[config.mk]
export PLATFORM = sky130hd
export DESIGN_NAME = md_hazard_ctrl_flat
export DESIGN_NICKNAME = d
export VERILOG_FILES = /design/src/rtl/md_pkg.sv /design/src/rtl/md_hazard_ctrl_if.sv /design/src/rtl/md_class.sv /design/src/rtl/md_hazard_ctrl.sv /design/src/flat_wrapper.sv
export SDC_FILE = /design/constraint.sdc
export NUM_CORES = 1
export LEC_CHECK = 0
export CAP_MARGIN = 40
export CORE_MARGIN = 1.5
export CORE_UTILIZATION = 35
export CTS_CLUSTER_SIZE = 10
export DETAILED_ROUTE_END_ITERATION = 12
export PLACE_DENSITY = 0.76
export SETUP_SLACK_MARGIN = 0.2
export SLEW_MARGIN = 25
export SYNTH_ARGS = -nofsm -noshare
export SYNTH_HDL_FRONTEND = slang
export SYNTH_SLANG_ARGS = --single-unit
[constraint.sdc]
create_clock -name clk -period 6.5 [get_ports clk]
set_clock_uncertainty 0.05 [all_clocks]
set_input_delay 1.3 -clock clk [delete_from_list [all_inputs] [get_ports clk]]
set_output_delay 1.3 -clock clk [all_outputs]
set_load 0.02 [all_outputs]
[src/rtl/md_pkg.sv]
// md_pkg: shared opcode/funct encodings and default latencies
// for the multiply/divide hazard controller.
package md_pkg;

  localparam logic [5:0] OP_SPECIAL = 6'b000000;

  localparam logic [5:0] FN_MFHI  = 6'd16;
  localparam logic [5:0] FN_MTHI  = 6'd17;
  localparam logic [5:0] FN_MFLO  = 6'd18;
  localparam logic [5:0] FN_MTLO  = 6'd19;
  localparam logic [5:0] FN_MULT  = 6'd24;
  localparam logic [5:0] FN_MULTU = 6'd25;
  localparam logic [5:0] FN_DIV   = 6'd26;
  localparam logic [5:0] FN_DIVU  = 6'd27;

  localparam int MUL_CYCLES_DEF = 5;
  localparam int DIV_CYCLES_DEF = 10;
  localparam int CNT_W_DEF      = 4;

endpackage

[src/rtl/md_hazard_ctrl_if.sv]
// md_hazard_ctrl_if: pipeline <-> hazard controller bundle.
// master = pipeline side (drives instrs/busy), slave = controller.
interface md_hazard_ctrl_if;

  logic [31:0] instr_d;
  logic [31:0] instr_e;
  logic        md_busy;
  logic        md_start;
  logic        stall_d;
  logic        md_pending;

  modport master (
    output instr_d,
    output instr_e,
    output md_busy,
    input  md_start,
    input  stall_d,
    input  md_pending
  );

  modport slave (
    input  instr_d,
    input  instr_e,
    input  md_busy,
    output md_start,
    output stall_d,
    output md_pending
  );

endinterface

[src/rtl/md_class.sv]
// md_class: combinational decode of one instruction.
// in: instr[31:0]; out: is_md, is_hilo, is_div.
module md_class
  import md_pkg::*;
(
  input  logic [31:0] instr,
  output logic        is_md,
  output logic        is_hilo,
  output logic        is_div
);

  logic       special;
  logic [5:0] fn;
  logic       mv;
  logic       unused_bits;

  assign special = (instr[31:26] == OP_SPECIAL);
  assign fn      = instr[5:0];

  always_comb begin
    is_md  = 1'b0;
    is_div = 1'b0;
    mv     = 1'b0;
    if (special) begin
      unique case (fn)
        FN_MULT, FN_MULTU: is_md = 1'b1;
        FN_DIV, FN_DIVU: begin
          is_md  = 1'b1;
          is_div = 1'b1;
        end
        FN_MFHI, FN_MTHI,
        FN_MFLO, FN_MTLO: mv = 1'b1;
        default: ;
      endcase
    end
  end

  assign is_hilo = is_md | mv;

  assign unused_bits = ^instr[25:6];

endmodule

[src/rtl/md_hazard_ctrl.sv]
// md_hazard_ctrl: HI/LO hazard stall, shadow latency counter
// and stall statistics. Optional checker: define MD_CHECK_EN.
// Ports: clk, reset (sync, active-high), bus (slave modport),
// stall_cycles[31:0] (saturating), md_err (sticky, or 0).
module md_hazard_ctrl
  import md_pkg::*;
#(
  parameter int MUL_CYCLES = MUL_CYCLES_DEF,
  parameter int DIV_CYCLES = DIV_CYCLES_DEF,
  parameter int CNT_W      = CNT_W_DEF
) (
  input  logic              clk,
  input  logic              reset,
  md_hazard_ctrl_if.slave   bus,
  output logic [31:0]       stall_cycles,
  output logic              md_err
);

  localparam logic [CNT_W-1:0] MUL_LD = CNT_W'(MUL_CYCLES);
  localparam logic [CNT_W-1:0] DIV_LD = CNT_W'(DIV_CYCLES);

  logic md_d, hilo_d, div_d;
  logic md_e, hilo_e, div_e;
  logic unused_cls;

  md_class u_class_d (
    .instr   (bus.instr_d),
    .is_md   (md_d),
    .is_hilo (hilo_d),
    .is_div  (div_d)
  );

  md_class u_class_e (
    .instr   (bus.instr_e),
    .is_md   (md_e),
    .is_hilo (hilo_e),
    .is_div  (div_e)
  );

  assign unused_cls = md_d ^ div_d ^ hilo_e;

  logic [CNT_W-1:0] cnt;
  logic [31:0]      stall_cnt;
  logic             pend;
  logic             stall;

  assign pend  = (cnt != '0);
  // busy is ORed in so a unit slower than MUL/DIV_CYCLES stays safe
  assign stall = hilo_d & (md_e | pend | bus.md_busy);

  assign bus.md_start   = md_e;
  assign bus.md_pending = pend;
  assign bus.stall_d    = stall;
  assign stall_cycles   = stall_cnt;

  // a new op reloads even if one is still counting (last wins)
  always_ff @(posedge clk) begin
    if (reset) begin
      cnt <= '0;
    end else if (md_e) begin
      cnt <= div_e ? DIV_LD : MUL_LD;
    end else if (pend) begin
      cnt <= cnt - 1'b1;
    end
  end

  always_ff @(posedge clk) begin
    if (reset) begin
      stall_cnt <= '0;
    end else if (stall && (stall_cnt != '1)) begin
      stall_cnt <= stall_cnt + 32'd1;
    end
  end

`ifdef MD_CHECK_EN
  logic err_q;

  always_ff @(posedge clk) begin
    if (reset) begin
      err_q <= 1'b0;
    end else if ((!md_e && (bus.md_busy != pend))
                 || (md_e && pend)) begin
      err_q <= 1'b1;
    end
  end

  assign md_err = err_q;
`else
  assign md_err = 1'b0;
`endif

endmodule
[src/flat_wrapper.sv]
// flat-port wrapper written by rule: the top's interface ports become plain ports
module md_hazard_ctrl_flat import md_pkg::*;
#(
  parameter int MUL_CYCLES = MUL_CYCLES_DEF,
  parameter int DIV_CYCLES = DIV_CYCLES_DEF,
  parameter int CNT_W      = CNT_W_DEF
)
  (clk, reset, stall_cycles, md_err, bus_instr_d, bus_instr_e, bus_md_busy, bus_md_start, bus_stall_d, bus_md_pending);
  md_hazard_ctrl_if bus_i ();
  input  logic clk;
  input  logic reset;
  output logic [31:0] stall_cycles;
  output logic md_err;
  input wire logic [$bits(bus_i.instr_d)-1:0] bus_instr_d;
  input wire logic [$bits(bus_i.instr_e)-1:0] bus_instr_e;
  input wire logic [$bits(bus_i.md_busy)-1:0] bus_md_busy;
  output wire logic [$bits(bus_i.md_start)-1:0] bus_md_start;
  output wire logic [$bits(bus_i.stall_d)-1:0] bus_stall_d;
  output wire logic [$bits(bus_i.md_pending)-1:0] bus_md_pending;
  assign bus_i.instr_d = bus_instr_d;
  assign bus_i.instr_e = bus_instr_e;
  assign bus_i.md_busy = bus_md_busy;
  assign bus_md_start = bus_i.md_start;
  assign bus_stall_d = bus_i.stall_d;
  assign bus_md_pending = bus_i.md_pending;
  md_hazard_ctrl #(.MUL_CYCLES(MUL_CYCLES), .DIV_CYCLES(DIV_CYCLES), .CNT_W(CNT_W)) u_core (.clk(clk), .reset(reset), .bus(bus_i), .stall_cycles(stall_cycles), .md_err(md_err));
endmodule
* Yosys cells after proc, flatten, opt, wreduce, memory -nomap -nowiden
Cells that the tools add are included.
Word-level totals: register bits 36, input port bits 67, output and inout bits 36, word-level logic and storage cells 41
Operators by class: add/subtract/negate cells 2, equal/unequal tests 13, muxes and demuxes 11, bitwise operators 4, reduce and logical (&&, ||, !) cells 9
Operators with widths (number):
- == test 6 x 5 -> 1 bit, second input constant | 12
- adder 32 x 1 -> 32 bit, second input constant | 1
- inequality test 32 bit, second input constant | 1
- zero test 6 bit | 2
- two-way mux 4 bit | 3
- OR reduction 4 bit | 3
- two-way mux 1 bit | 8
- nonzero test 4 bit | 1
- subtractor 4 x 1 -> 4 bit, second input constant | 1
- OR 1 bit | 3
- nonzero test 2 bit | 1
- OR reduction 2 bit | 1
- bitwise AND 1 bit | 1
- logical AND 1 bit | 1

* Longest topological paths before layout
Gate-level depths: netlist of the first run.
depth after elaboration 8, gate-level depth with buffers 9, depth with buffers taken out 8

* By module
From an unflattened synthesis of the first run, not the netlist that was laid out.
Unflattened totals: cell total of the unflattened synthesis 244, area, all modules 2010.7 um2
By module, submodules not included:
- md_hazard_ctrl | instances 1, cells an instance 228, area an instance 1873.0 um2, sequential area each 720.7 um2
- md_class | instances 2, cells an instance 8, area an instance 68.8 um2, sequential area each 0.0 um2

* Worst setup path after synthesis of the first run
OpenSTA, ideal clock, no wires.
path kind input-to-output, start input port bus_instr_e[27], end output port bus_stall_d, arrival 2325 ps, required time 5150 ps, slack 2825 ps, stages on the path 4, buffers on the path 1, cell sequence nor4_1 > nand4_1 > a21oi_1 > buf_4
On the way: cells in the longest elaborated chain, start to end 5
Ends and longest elaborated chain:
- from (decl) | RTL line flat_wrapper.sv:15 | input wire logic [$bits(bus_i.instr_e)-1:0] bus_instr_e;
- zero test 6 bit | RTL line md_class.sv:17 | assign special = (instr[31:26] == OP_SPECIAL);
- two-way mux 1 bit | RTL line md_class.sv:24 | if (special) begin
- OR 1 bit (2 in a row) | RTL line md_hazard_ctrl.sv:49 | assign stall = hilo_d & (md_e | pend | bus.md_busy);
- bitwise AND 1 bit | RTL line md_hazard_ctrl.sv:49
- to (decl) | RTL line flat_wrapper.sv:18 | output wire logic [$bits(bus_i.stall_d)-1:0] bus_stall_d;
Every way passes these cells.

* Worst setup path in the final report of the first run
Ends and elaborated chain as after synthesis.

==> results of run 1 <==
per-layer routing:
metal  vias up  wire length, um  global-route usage
met5         -                0                   0
met4         0               92              0.0741
met3         8              230              0.0371
met2        51             2100               0.267
met1       811             2130               0.199
li1        912                -                   -
through the flow:
step	cell area [um2]	total power, W
after global routing	2590	0.000498
after global placement	2530	0.000335
after CTS	2590	0.000479
after detailed placement	2530	0.000337
after floorplan	1890	0.000306
final	2590	0.000472
final cells by class:
type / instances / area share
clock buffers: 5 / 0.0265
inverters: 6 / 0.00868
multi-input cells: 176 / 0.428
flip-flops and latches: 36 / 0.278
well taps: 70 / 0.0338
repair buffers: 59 / 0.226
flip-flops by register name, indices dropped and copies added, names as in the netlist:
| register | cells |
|---|---|
| u_core.cnt | 4 |
| u_core.stall_cycles | 32 |
worst max-delay path: cells and delay by family:
kind,cells,cell delay (ns)
buffers and inverters,3,1.25
AOI/OAI and AO/OA,1,0.23
and+or+nand+nor,2,0.63
power by group:
group          internal [W]  leakage (nW)  switching, W  total (W)
sequential         0.000230         0.291    0.00000681   0.000236
combinational     0.0000488         0.629     0.0000473  0.0000961
clock             0.0000690        0.0359     0.0000710   0.000140
total              0.000347         0.956      0.000125   0.000472
cells in the final DEF, fill, tap and decap left out, drive strengths merged, types with 4 or more instances in the layout:
cell / instances
and3: 7
o21ai: 7
nand3: 14
nor2: 37
nor2b: 4
nand4: 15
clkbuf: 5
inv: 6
clkdlybuf4s50: 57
nand2: 18
xor2: 22
dfxtp: 36
a21oi: 13
nor4: 6
or3: 5
xnor2: 4
worst max-delay path by stage:
stage	from	to	slack [ns]
after global placement	bus_instr_e[27]	bus_stall_d	1.75
after floorplan	bus_instr_e[27]	bus_stall_d	2.83
final	bus_instr_e[27]	bus_stall_d	1.75
after global routing	bus_instr_e[27]	bus_stall_d	1.61
after detailed placement	bus_instr_e[27]	bus_stall_d	1.74
after CTS	bus_instr_e[27]	bus_stall_d	1.73
kinds of logic after synthesis:
family / Yosys count / share of synthesized area
AO/OA/AOI/OAI: 24 / 0.0769
AND/OR/NAND/NOR: 121 / 0.363
multiplexers: 1 / 0.00530
adder cells (fa/ha/maj): 3 / 0.0199
XOR/XNOR: 26 / 0.121
buffers and inverters: 13 / 0.0305
other: 1 / 0.00199
flip-flops: 36 / 0.382
==> flow_metrics.tcl, run 1 <==
set metrics [dict create \
    outcome "completed" \
    r2r-start "u_core.stall_cycles[0]" \
    hold_buffers 0 \
    ys_warn_count 0 \
    grt_max_degree 38 \
    n_antenna_cell 0 \
    cp_data_required_time_ns 5.15 \
    worstHoldStart "u_core.stall_cycles[27]" \
    max-cap-violations 0 \
    postCtsSetupBuffers 0 \
    tightestPinTransition_ns 0.805 \
    die_y_um 76.4 \
    gp_congestion 0.759 \
    finalSetupViolations 0 \
    synth-edff-count 0 \
    tns_ns 0 \
    async_reset_ff_frac 0 \
    dr_total_vias 1782 \
    grt_usage 0.162 \
    synth_commonest_cells "37 x nor2_1, 36 x dfxtp_1, 22 x xor2_1, 18 x nand2_1" \
    netlist.area_leader.share 0.382 \
    antenna_found_initial 0 \
    dp_hpwl_um 3310 \
    dieArea_um2 5840 \
    start_kind "input pin" \
    portBuffers 57 \
    crit_path_max_incr_delay_ns 0.63 \
    fin_nets 354 \
    ys_seq_elements 36 \
    relSlewSlack 0.463 \
    synth_cells 225 \
    cpMaxStageDelayCell "clkdlybuf4s50_1" \
    ys_seq_area_frac 0.382 \
    final_core_utilization 0.505 \
    period_minus_slack_ns 4.75 \
    cts_resized 0 \
    clock_path_buffers 2 \
    cp-end-kind "primary output" \
    arrival_ns 3.40 \
    holdCritPathClass "register to register" \
    multi_input_area_um2 1110 \
    instances_no_fill 352 \
    synth_top_area_cell "dfxtp_1" \
    ys_types 37 \
    timing.rr.end "u_core.stall_cycles[15]" \
    finalHoldViolCount 0 \
    max_freq_mhz 210 \
    power.density_nw_per_um2 182 \
    path_max_fanout 12 \
    clock_sinks 36 \
    r2r_slack_ns 3.94 \
    wire_per_inst_um 12.9 \
    synth_area_leaders "dfxtp_1 38%, xor2_1 10%, nor2_1 7.4%" \
    cts_root_buffer "clkbuf_8" \
    fillCellCount 530 \
    io-pin-count 103 \
    drt_iter0_markers 125 \
    antenna_left 0 \
    vdd_drop_max_v 0.000102 \
    overflow 0 \
    leakage_nw 0.956 \
    clk_latency_ns 0.28 \
    synth_fp_nets 295 \
    whs_ns 0.487 \
    first_pass_iters 5 \
    ys.flop_type "dfxtp_1" \
    regArea_um2 721 \
    reg2regPathDepth 7 \
    clk_pin_slew_ns 0.06 \
    crit_top_cell "clkdlybuf4s50_1" \
    drc 0 \
    syn_area_per_cell_um2 8.39 \
    cp_cell_sequence "clkdlybuf4s50_1 > nor4_1 > nand4_1 > a21oi_1 > buf_4 > clkdlybuf4s50_1" \
    post-synth-top-count-cell "nor2_1" \
    path_class "input pin to primary output" \
    cts_tree "done" \
    grt_pass1_vias 1685 \
    cts-buffers-inserted 5 \
    dp_slack_ns 1.74 \
    area_growth_pct 37.4 \
    fp-row-count 26 \
    grt_pass1_wl_um 7680 \
    drive_gt1_frac 0.0603 \
    drt-total-wl_um 4550 \
    place_inst 347 \
    min_to "u_core.stall_cycles[27]" \
    htree_levels 2 \
    die_w_um 76.4 \
    finalCritPeriodShare 0.732 \
    hold_path_depth 2 \
    coreArea_um2 5140 \
    fin_ws_ns 1.75 \
    initial_core_util 0.367 \
    netlist_area_um2 1890 \
    maxSlewViolCount 0 \
    rsz0062_at_grt "false" \
    via_per_inst 5.06 \
]
Power figures use the tool's default switching activity.
==> run 2: changes to the inputs <==
PLACE_DENSITY = 0.79   (was 0.76)
clock period = 4.3 ns   (was 6.5 ns; I/O delays follow)
==> flow_metrics.tcl, run 2 (synthesis results as in run 1) <==
set metrics [dict create \
    outcome "completed" \
    path_max_fanout 3 \
    tightestPinTransition_ns 0.848 \
    n_antenna_cell 0 \
    path_class "input pin to primary output" \
    clk_pin_slew_ns 0.07 \
    postCtsSetupBuffers 0 \
    wire_per_inst_um 12.8 \
    gp_congestion 0.751 \
    clkPwrFrac 0.327 \
    period_minus_slack_ns 3.66 \
    via_per_inst 5.08 \
    dp_hpwl_um 3420 \
    cp-end-kind "primary output" \
    pwr-share-comb 0.204 \
    holdCritPathClass "register to register" \
    coreArea_um2 5140 \
    finalCritPeriodShare 0.851 \
    grt_max_degree 21 \
    dr_total_vias 1814 \
    fillCellCount 517 \
    io-pin-count 103 \
    portBuffers 57 \
    hold_buffers 0 \
    drt-total-wl_um 4570 \
    fin_nets 356 \
    total_power_w 0.000762 \
    drt_iter0_markers 114 \
    tns_ns 0 \
    max_freq_mhz 273 \
    clock_sinks 36 \
    largest_register_ffs 32 \
    dpl-instance-area_um2 2540 \
    finalHoldViolCount 0 \
    cts_root_buffer "clkbuf_8" \
    cts-buffers-inserted 5 \
    leakage_nw 0.974 \
    final_area_um2 2630 \
    layout_commonest_cell "clkdlybuf4s50_1" \
    antenna_left 0 \
    cp_data_required_time_ns 3.39 \
    cts_resized 0 \
    swShare 0.266 \
    vdd_drop_max_v 0.000157 \
    rsz0062_at_grt "false" \
    p_switching_w 0.000202 \
    area_growth_pct 39.4 \
    die_y_um 76.4 \
    grt_pass1_vias 1743 \
    initial_core_util 0.367 \
    finalSetupViolations 0 \
    clk_latency_ns 0.29 \
    r2r_slack_ns 1.70 \
    antenna_found_initial 0 \
    grt_pass1_wl_um 7870 \
    clock_path_buffers 2 \
    p_seq_frac 0.469 \
    start_kind "input pin" \
    max-cap-violations 0 \
    power.density_nw_per_um2 289 \
    overflow 0 \
    first_pass_iters 4 \
    htree_levels 2 \
    maxSlewViolCount 0 \
    layout_common_cells "57 x clkdlybuf4s50_1, 37 x nor2_1, 36 x dfxtp_1, 22 x xor2_1, 18 x nand2_1" \
    power.internal_w 0.000559 \
    fp-row-count 26 \
    grt_usage 0.164 \
    dieArea_um2 5840 \
    drc 0 \
    arrival_ns 2.75 \
    cts_tree "done" \
    die_w_um 76.4 \
    relSlewSlack 0.435 \
    drive_gt1_frac 0.0697 \
]
## run 2: cell type report
class | count | area, um2 | share of cell area
multi-input combinational | 176 | 1110 | 0.422
inverter | 6 | 22.5 | 0.00856
clock buffer | 8 | 90.1 | 0.0342
tap | 70 | 87.6 | 0.0333
sequential | 36 | 721 | 0.274
timing repair buffer | 61 | 601 | 0.228
## run 2: power groups by stage
stage / Sequential [W] / Combinational, W / Clock, W
after detailed placement: 0.000365 / 0.000156 / 0
after floorplan: 0.000362 / 0.0000994 / 0
final: 0.000357 / 0.000155 / 0.000249
after global placement: 0.000364 / 0.000151 / 0
after global routing: 0.000358 / 0.000178 / 0.000266
after CTS: 0.000357 / 0.000157 / 0.000252
## run 2: metrics by stage
stage	instances	setup slack, ns	hold slack, ns	util
final	357	0.639	0.495	0.512
after global routing	357	0.499	0.531	0.512
after CTS	357	0.616	0.488	0.512
after detailed placement	349	0.629	0.475	0.494
after global placement	349	0.615	0.467	0.494
after floorplan	225	1.51	0.489	-
## run 2: worst paths after layout
kind | from | endpoint | cells past startpoint
min reg2reg | u_core.stall_cycles[15] | u_core.stall_cycles[15] | 2
max | bus_instr_d[27] | bus_stall_d | 5
max reg2reg | u_core.stall_cycles[0] | u_core.stall_cycles[15] | 7
min | u_core.stall_cycles[15] | u_core.stall_cycles[15] | 2
## run 2: routing by layer
layer / wire length [um] / up-vias / global-route usage / share of wire
li1: - / 917 / - / -
met4: 62 / 0 / 0.0630 / 0.014
met2: 2190 / 43 / 0.282 / 0.48
met5: 0 / - / 0 / 0
met3: 193 / 7 / 0.0419 / 0.042
met1: 2120 / 847 / 0.195 / 0.46
## run 2: worst max-delay path, cell delays in order
cell and delay (ns):
clkdlybuf4s50_1 0.40, nor4_1 0.28, nand4b_1 0.22, a21oi_1 0.32
clkdlybuf4s50_1 0.67
